`src/rtl/regfile_wb_controller.sv`:
```
// Writeback arbiter and scoreboard for the register file: arbitrates ALU/load
// writebacks onto a single registered RF write port and tracks pending writes.
module regfile_wb_controller #(
  parameter int unsigned STARVE_LIMIT = 3
) (
  input  logic        clock,
  input  logic        reset,
  input  logic        iss_valid,
  input  logic [4:0]  iss_rs1,
  input  logic [4:0]  iss_rs2,
  input  logic [4:0]  iss_rd,
  input  logic        iss_writes,
  output logic        iss_stall,
  input  logic        alu_wb_valid,
  input  logic [4:0]  alu_wb_rd,
  input  logic [31:0] alu_wb_data,
  output logic        alu_wb_ready,
  input  logic        mem_wb_valid,
  input  logic [4:0]  mem_wb_rd,
  input  logic [31:0] mem_wb_data,
  output logic        mem_wb_ready,
  output logic        rf_we,
  output logic [4:0]  rf_addr,
  output logic [31:0] rf_data,
  output logic [31:0] busy_mask
);

  localparam int unsigned CNT_W = 4;
  localparam logic [CNT_W-1:0] LIMIT = CNT_W'(STARVE_LIMIT);

  logic [31:0]      busy_q, busy_d;
  logic [CNT_W-1:0] starve_q, starve_d;
  logic             rf_we_q, rf_we_d;
  logic [4:0]       rf_addr_q, rf_addr_d;
  logic [31:0]      rf_data_q, rf_data_d;

  logic             alu_win, mem_win, xfer, fire;
  logic [4:0]       wb_rd;
  logic [31:0]      wb_data;

  // MEM normally wins a contended cycle; ALU is forced through once starved.
  always_comb begin
    alu_win = 1'b0;
    mem_win = 1'b0;
    if (!reset) begin
      alu_win = alu_wb_valid && (!mem_wb_valid || (starve_q == LIMIT));
      mem_win = mem_wb_valid && !alu_win;
    end
  end

  always_comb begin
    iss_stall = 1'b0;
    if (!reset) begin
      iss_stall = iss_valid &
                  (busy_q[iss_rs1] | busy_q[iss_rs2] | (iss_writes & busy_q[iss_rd]));
    end
  end

  assign alu_wb_ready = alu_win;
  assign mem_wb_ready = mem_win;
  assign xfer         = alu_win | mem_win;
  assign fire         = iss_valid & ~iss_stall;
  assign wb_rd        = alu_win ? alu_wb_rd   : mem_wb_rd;
  assign wb_data      = alu_win ? alu_wb_data : mem_wb_data;

  always_comb begin
    busy_d    = busy_q;
    starve_d  = starve_q;
    rf_we_d   = 1'b0;
    rf_addr_d = rf_addr_q;
    rf_data_d = rf_data_q;

    // Clear first so a same-edge set on the same register takes priority.
    if (rf_we_q) begin
      busy_d[rf_addr_q] = 1'b0;
    end
    if (fire && iss_writes && (iss_rd != 5'd0)) begin
      busy_d[iss_rd] = 1'b1;
    end
    busy_d[0] = 1'b0;

    if (!alu_wb_valid || alu_win) begin
      starve_d = '0;
    end else if (starve_q != LIMIT) begin
      starve_d = starve_q + 1'b1;
    end

    if (xfer) begin
      rf_we_d   = (wb_rd != 5'd0);
      rf_addr_d = wb_rd;
      rf_data_d = wb_data;
    end
  end

  always_ff @(posedge clock) begin
    if (reset) begin
      busy_q    <= '0;
      starve_q  <= '0;
      rf_we_q   <= 1'b0;
      rf_addr_q <= '0;
      rf_data_q <= '0;
    end else begin
      busy_q    <= busy_d;
      starve_q  <= starve_d;
      rf_we_q   <= rf_we_d;
      rf_addr_q <= rf_addr_d;
      rf_data_q <= rf_data_d;
    end
  end

  assign rf_we     = rf_we_q;
  assign rf_addr   = rf_addr_q;
  assign rf_data   = rf_data_q;
  assign busy_mask = busy_q;

endmodule

```
`config.mk`:
```
export PLATFORM = sky130hd
export DESIGN_NAME = regfile_wb_controller
export DESIGN_NICKNAME = d
export VERILOG_FILES = /design/src/rtl/regfile_wb_controller.sv
export SDC_FILE = /design/constraint.sdc
export NUM_CORES = 1
export LEC_CHECK = 0
export BUFFER_PORTS_ARGS = -buffer_cell sky130_fd_sc_hd__buf_2
export CORE_MARGIN = 2
export CORE_UTILIZATION = 35
export DETAILED_ROUTE_END_ITERATION = 6
export SLEW_MARGIN = 20
export SYNTH_ARGS = -nofsm -noshare
export SYNTH_HDL_FRONTEND = slang
export SYNTH_SLANG_ARGS = --single-unit
```
`constraint.sdc`:
```
create_clock -name clock -period 2.4 [get_ports clock]
set_clock_uncertainty 0.2 [all_clocks]
set_input_delay 0.12 -clock clock [delete_from_list [all_inputs] [get_ports clock]]
set_output_delay 0.12 -clock clock [all_outputs]
set_load 0.02 [all_outputs]
```
==> metrics, run 1 <==
register area=1474 um2; initial drt markers=314; Starting Density=0.3551; Die Ht=113.9 um; mapped cell area=4230 um2; Post-Place Setup Slack=0.08134 ns; average size of a mapped cell=8.722 um2; final core occ=0.5465; f_max=401.0 MHz; fraction of registers with async set/reset=0; Max-Slew Margin vs Limit=0.5158; outcome=finished with violations; antenna violations before repair=0; worst hold path type=in -> reg; GPL Wtd Cong=0.9211; Hold Fails Final Rpt=0; fill cell count=1,036; share of cells above drive strength 1=0.3479; core region area=11,910 um2; CP required=2.08 ns; CTS tree=done; Crit path arrival time=2.17 ns; first-pass GRT wire length=25.03 mm; DRC=0; Post-synth EDFFs=0; clock edge transition at the registers on the reported setup and hold paths=0.06 ns; worst-margin pin slew=0.7162 ns; Max stage delay on crit path=0.46 ns; PD cells=535.3 nW/um2; crit-path max FO=5; DP Area=5234 um2; worst setup margin=-0.09365 ns; post-synthesis net count=581; Buf+Inv Stages, Crit Path=2; Final Cell Area=6510 um2; Max Cap Viol=0; Area Growth Syn to Fin=53.89%; sequential area share after synthesis=0.3455; gr ovfl total=0; Cells after Synth=485; Yosys reg bits=73; die area=12,980 um2; largest net degree at the start of global routing=42; # IOs=168; number of I/O port buffers=166; DRT Wirelength=16.00 mm; worst path cell trace=buf_6 -> mux4_2 -> o22ai_2 -> nor2_1 -> a211oi_2 -> o211ai_2 -> o21a_1 -> buf_6; violated checks=setup timing; total power=3.485 mW; final slew viol count=0; H-tree Lvls=3; worst skew pair latency=0.34 ns; crit path kind=reg -> out; VDD IR-drop max=424.3 uV; num rows=40; Setup TNS=-0.09365 ns; CP Capture Type=output port; CTS Buffer Depth=2; Final period util=1.039; Crit path max-delay family=compound AO/OA/AOI/OAI gates; area taken by multi-input logic gates=2586 um2; via count=4,810; CTS buffer count=9; Sink Count=73; crit start category=flip-flop; synth warn=0; mean routed wirelength per cell=18.25 um; clock root buffer=clkbuf_16; Vias per Instance=5.485; Final Setup Violations=1; HPWL Detailed=10.25 mm; LEAKAGE=2.715 nW; die extent in x=113.9 um; Post-DRT Antenna Nets=0; Crit path top cell by count=buf_6; post-synth cell types=49; # diodes=0; RSZ-0062 raised after global routing=true; top_reg_cell synth=dfxtp_1; TritonRoute pass-1 iters=5; minimum clock period=2.494 ns; final net count=821; CP max-delay cell=mux4_2; GRT Total Usage=0.2471; vias in the first global route=4,959
## stage by stage
stage               instances  hold WS [ns]
CTS                       876       0.05212
floorplan                 485       0.08905
finish                    877       0.05831
global route              877       0.07161
detailed placement        775        0.2115
global placement          775        0.2111
## synthesized netlist by cell type (7+ instances only)
master	n	share of area
a211oi_1	39	0.069
buf_4	7	0.012
dfxtp_1	73	0.35
mux2i_1	58	0.14
o21ai_1	31	0.037
clkbuf_1	24	0.021
o211ai_1	17	0.030
buf_2	9	0.011
nand2_1	22	0.020
mux4_2	9	0.048
nor2_1	57	0.051
mux2_2	8	0.021
nand3_1	52	0.062
nor2b_1	11	0.016
## metal layers
layer  vias up  share of wire  global-route usage  routed length, um
met5         -              0                   0                  0
met4         0          0.027              0.1195                435
met3        34          0.080             0.06589               1275
met2       225           0.50              0.4321               8067
met1      2263           0.39              0.2784               6222
li1       2288              -                   -                  -
## tightest hold or removal path, delay by kind of cell
family,cells,cell delay [ns]
AND/OR/NAND/NOR,3,0.24
AO/OA/AOI/OAI,1,0.05
buffers and inverters,1,0.15
## layout by cell type, fill, tap and decap left out, drive strengths merged, types with 2 or more instances in the layout
cell type and instances:
buf 197, dlygate4sd3 76, dfxtp 73, mux2i 58
nor2 57, nand3 52, a211oi 41, o21ai 31
nand2 22, o211ai 18, nor2b 11, clkbuf 11
mux4 9, mux2 8, o22ai 6, nor3b 5
nand3b 5, inv 4, nor3 4, or3b 4
nand2b 3, nor4 3, clkinvlp 3, a2111oi 2
a221oi 2, or2 2, bufinv 2
## final timing paths
kind | slack, ns | endpoint | cells after the start | from
hold / removal | 0.06 | busy_mask[23] | 5 | iss_rd[4]
hold reg to reg | 0.30 | rf_data[31] | 2 | rf_data[31]
setup / recovery | -0.09 | iss_stall | 8 | busy_mask[22]
setup reg to reg | 0.07 | busy_mask[13] | 8 | busy_mask[19]
## flip-flops by register name, indices dropped and copies added (netlist names)
signal,cells
rf_we,1
rf_data,32
busy_mask,31
starve_q,4
rf_addr,5
## timing repair
action,in CTS,in global routing
buffers inserted,7,1
gates cloned,2,1
endpoints found under the setup margin,2,32
resized for setup,9,13
hold buffers,76,0
pin swaps,6,3
endpoints found under the hold margin,42,0
## cell families (layout without fill, tap and decap cells)
family          count (synthesis)  count (layout)  synth area share
simple gates                  174             174            0.2002
mux                            75              75            0.2064
xor+xnor                        2               2          0.004142
compound gates                110             110            0.1822
fa+ha+maj                       1               1          0.002957
flops                          73              73            0.3455
other cells                     1               1         0.0008865
buf+inv                        49             294           0.05767
## area by class of cell
type	count	share of cell area
Inverter	4	0.002306
Tap cell	147	0.02825
Clock inverter	6	0.01403
Timing Repair Buffer	274	0.2950
Clock buffer	10	0.03671
Sequential cell	73	0.2264
Multi-Input combinational cell	363	0.3973
## power by group
part | leakage (nW) | switching, mW | total [mW] | internal, mW
Clock | 0.151 | 0.543 | 1.48 | 0.939
Combinational | 1.96 | 0.376 | 0.694 | 0.318
Sequential | 0.601 | 0.0443 | 1.31 | 1.26
(Power assumes the default switching activity.)
==> inputs of run 2 (changes only) <==
--- a/config.mk
+++ b/config.mk
@@ -6,9 +6,12 @@
 export NUM_CORES = 1
 export LEC_CHECK = 0
 export BUFFER_PORTS_ARGS = -buffer_cell sky130_fd_sc_hd__buf_2
+export CELL_PAD_IN_SITES_DETAIL_PLACEMENT = 0
+export CELL_PAD_IN_SITES_GLOBAL_PLACEMENT = 1
 export CORE_MARGIN = 2
-export CORE_UTILIZATION = 35
+export CORE_UTILIZATION = 32
 export DETAILED_ROUTE_END_ITERATION = 6
+export PLACE_DENSITY_LB_ADDON = 0.1
 export SLEW_MARGIN = 20
 export SYNTH_ARGS = -nofsm -noshare
 export SYNTH_HDL_FRONTEND = slang
==> constraint.sdc (replaced) <==
create_clock -name clock -period 2.18 [get_ports clock]
set_clock_uncertainty 0.2 [all_clocks]
set_input_delay 0.109 -clock clock [delete_from_list [all_inputs] [get_ports clock]]
set_output_delay 0.109 -clock clock [all_outputs]
set_load 0.02 [all_outputs]
==> metrics, run 2 (synthesized netlist as in run 1, its figures left out) <==
clock root buffer=clkbuf_16; CP max-delay cell=mux4_2; hold path depth=4 (-1); CTS tree=done; minimum clock period=2.460 ns; CTS Buffer Depth=2 (unchanged); DRT Wirelength=17.34 mm (+8.4%); RSZ-0062 raised after global routing=true; commonest cells after routing, fill and taps aside=buf_2, dlygate4sd3_1, dfxtp_1, buf_4, nor2_1; share of cells above drive strength 1=0.4304 (+0.08245); Final period util=1.129; Crit path arrival time=2.15 ns (-0.02 ns); dpl cells=845 (+9.0%); Area Growth Syn to Fin=72.40%; DP Area=5578 um2 (+6.6%); LEAKAGE=3.131 nW (+15%); max reg flops=32 (unchanged); Sink Count=73 (unchanged); VDD IR-drop max=276.8 uV (-35%); HPWL Detailed=11.38 mm (+11%); number of I/O port buffers=166 (unchanged); f_max=406.4 MHz; Worst Reg-to-Reg Cells=9 (+1); Vias per Instance=5.190 (-5.4%); # IOs=168 (unchanged); clock edge transition at the registers on the reported setup and hold paths=0.06 ns (about the same); final core occ=0.5574 (+0.01084); CP Capture Type=output port; die extent in x=119.0 um (+4.4%); antenna violations before repair=0 (unchanged); Hold Fails Final Rpt=0 (unchanged); mean routed wirelength per cell=18.08 um (-0.91%); Worst path depth=7 (-1); final slew viol count=0 (unchanged); commonest non-fill, non-tap cell in the layout=buf_2; # diodes=0 (unchanged); Starting Density=0.3233 (-0.03185); violated checks=setup timing; largest net degree at the start of global routing=76 (+81%); CTS buffer count=9 (unchanged); die area=14,160 um2 (+9.0%); Crit path max-delay family=multiplexers; Max stage delay on crit path=0.47 ns (about the same); core region area=13,090 um2 (+9.9%); Max-Slew Margin vs Limit=0.5312 (+0.01540); Final Setup Violations=34 (+33); DRC=0 (unchanged); crit path kind=reg -> out; worst-margin pin slew=0.7006 ns (-0.01560 ns); crit start category=flip-flop; first-pass GRT wire length=26.05 mm (+4.1%); H-tree Lvls=3 (unchanged); worst path cell trace=mux4_2 -> mux2_4 -> a32oi_1 -> o22a_2 -> nor2b_1 -> o21a_1 -> buf_6; Max Cap Viol=0 (unchanged); vias in the first global route=5,056 (+2.0%); gr ovfl total=0 (unchanged); PD cells=587.8 nW/um2 (+9.8%); worst skew pair latency=0.33 ns (about the same); TritonRoute pass-1 iters=4 (-1); final net count=874 (+6.5%); Die Ht=119.0 um (+4.4%); outcome=finished with violations; GRT Total Usage=0.2327 (-0.01443); Final Non-Filler Cells=959 (+9.4%); Buf+Inv Stages, Crit Path=1 (-1); via count=4,977 (+3.5%); crit-path max FO=4 (-1); worst setup margin=-0.2804 ns (-0.1867 ns); num rows=42 (+5.0%); initial drt markers=168 (-46%); worst hold path type=in -> reg; Final Cell Area=7293 um2 (+12%); GPL Wtd Cong=0.9502 (+3.2%); Post-DRT Antenna Nets=0 (unchanged); CP required=1.87 ns (-0.21 ns)
[run 2: changes by cell type in the layout (fill, tap and decap cells not counted), sizes merged]
cell,change
bufinv,+3
clkbuf,+5
clkinvlp,-3
clkinv,-1
dlygate4sd3,+1
buf,+48
[run 2: cell type report]
type                            instances  area [um2]
Clock buffer                           11       242.7
Clock inverter                          5       150.1
Fill cell                            1200        5792
Inverter                                4       15.01
Multi-Input combinational cell        363        2708
Sequential cell                        73        1476
Tap cell                              176       220.2
Timing Repair Buffer                  327        2481
[run 2: worst reg2reg max path, cell delays in order, from the launching register on]
cell and delay [ns]:
dfxtp_4 0.36, mux4_2 0.50, mux2i_4 0.19, nor3b_2 0.07
a211oi_2 0.16, o211ai_2 0.16, buf_4 0.17, buf_12 0.14
clkbuf_16 0.16, o21ai_2 0.13
[run 2: what timing repair did]
| action | in CTS | in global routing |
|---|---|---|
| resized for setup | 26 | 48 |
| gates cloned | 2 | 6 |
| setup endpoints to repair | 67 | 64 |
| buffers inserted | 6 | 9 |
| endpoints found under the hold margin | 42 | 0 |
| pin swaps | 7 | 18 |
| hold buffers | 77 | 0 |
[run 2: path summary, 6_finish.rpt]
| check | startpoint | end | slack (ns) |
|---|---|---|---|
| max | busy_mask[23] | iss_stall | -0.28 |
| min | iss_rd[3] | busy_mask[23] | 0.06 |
| max reg2reg | busy_mask[23] | busy_mask[18] | -0.13 |
| min reg2reg | rf_data[25] | rf_data[25] | 0.30 |
[run 2: power by group]
part	total (mW)	leakage, nW	switching (mW)	internal, mW
clock	1.95	0.190	0.570	1.38
sequential	1.44	0.603	0.0464	1.39
combinational	0.896	2.34	0.453	0.442
[run 2: per-layer routing]
| layer | up-vias | part of all wire | GRT usage |
|---|---|---|---|
| li1 | 2398 | - | - |
| met2 | 169 | 0.50 | 0.4052 |
| met1 | 2389 | 0.42 | 0.2783 |
| met4 | 0 | 0.020 | 0.07068 |
| met3 | 21 | 0.058 | 0.06370 |
| met5 | - | 0 | 0 |
[run 2: through the flow]
stage	setup slack [ns]	hold slack, ns	power, mW	setup TNS [ns]
2_1_floorplan	0.03640	0.07805	1.847	0
6_report	-0.2804	0.05767	4.287	-3.269
3_3_place_gp	-0.1239	0.1906	2.101	-4.412
4_1_cts	-0.3398	0.02717	4.202	-3.087
3_5_place_dp	-0.1416	0.1947	2.110	-6.130
5_1_grt	-0.3593	0.09040	4.464	-6.198
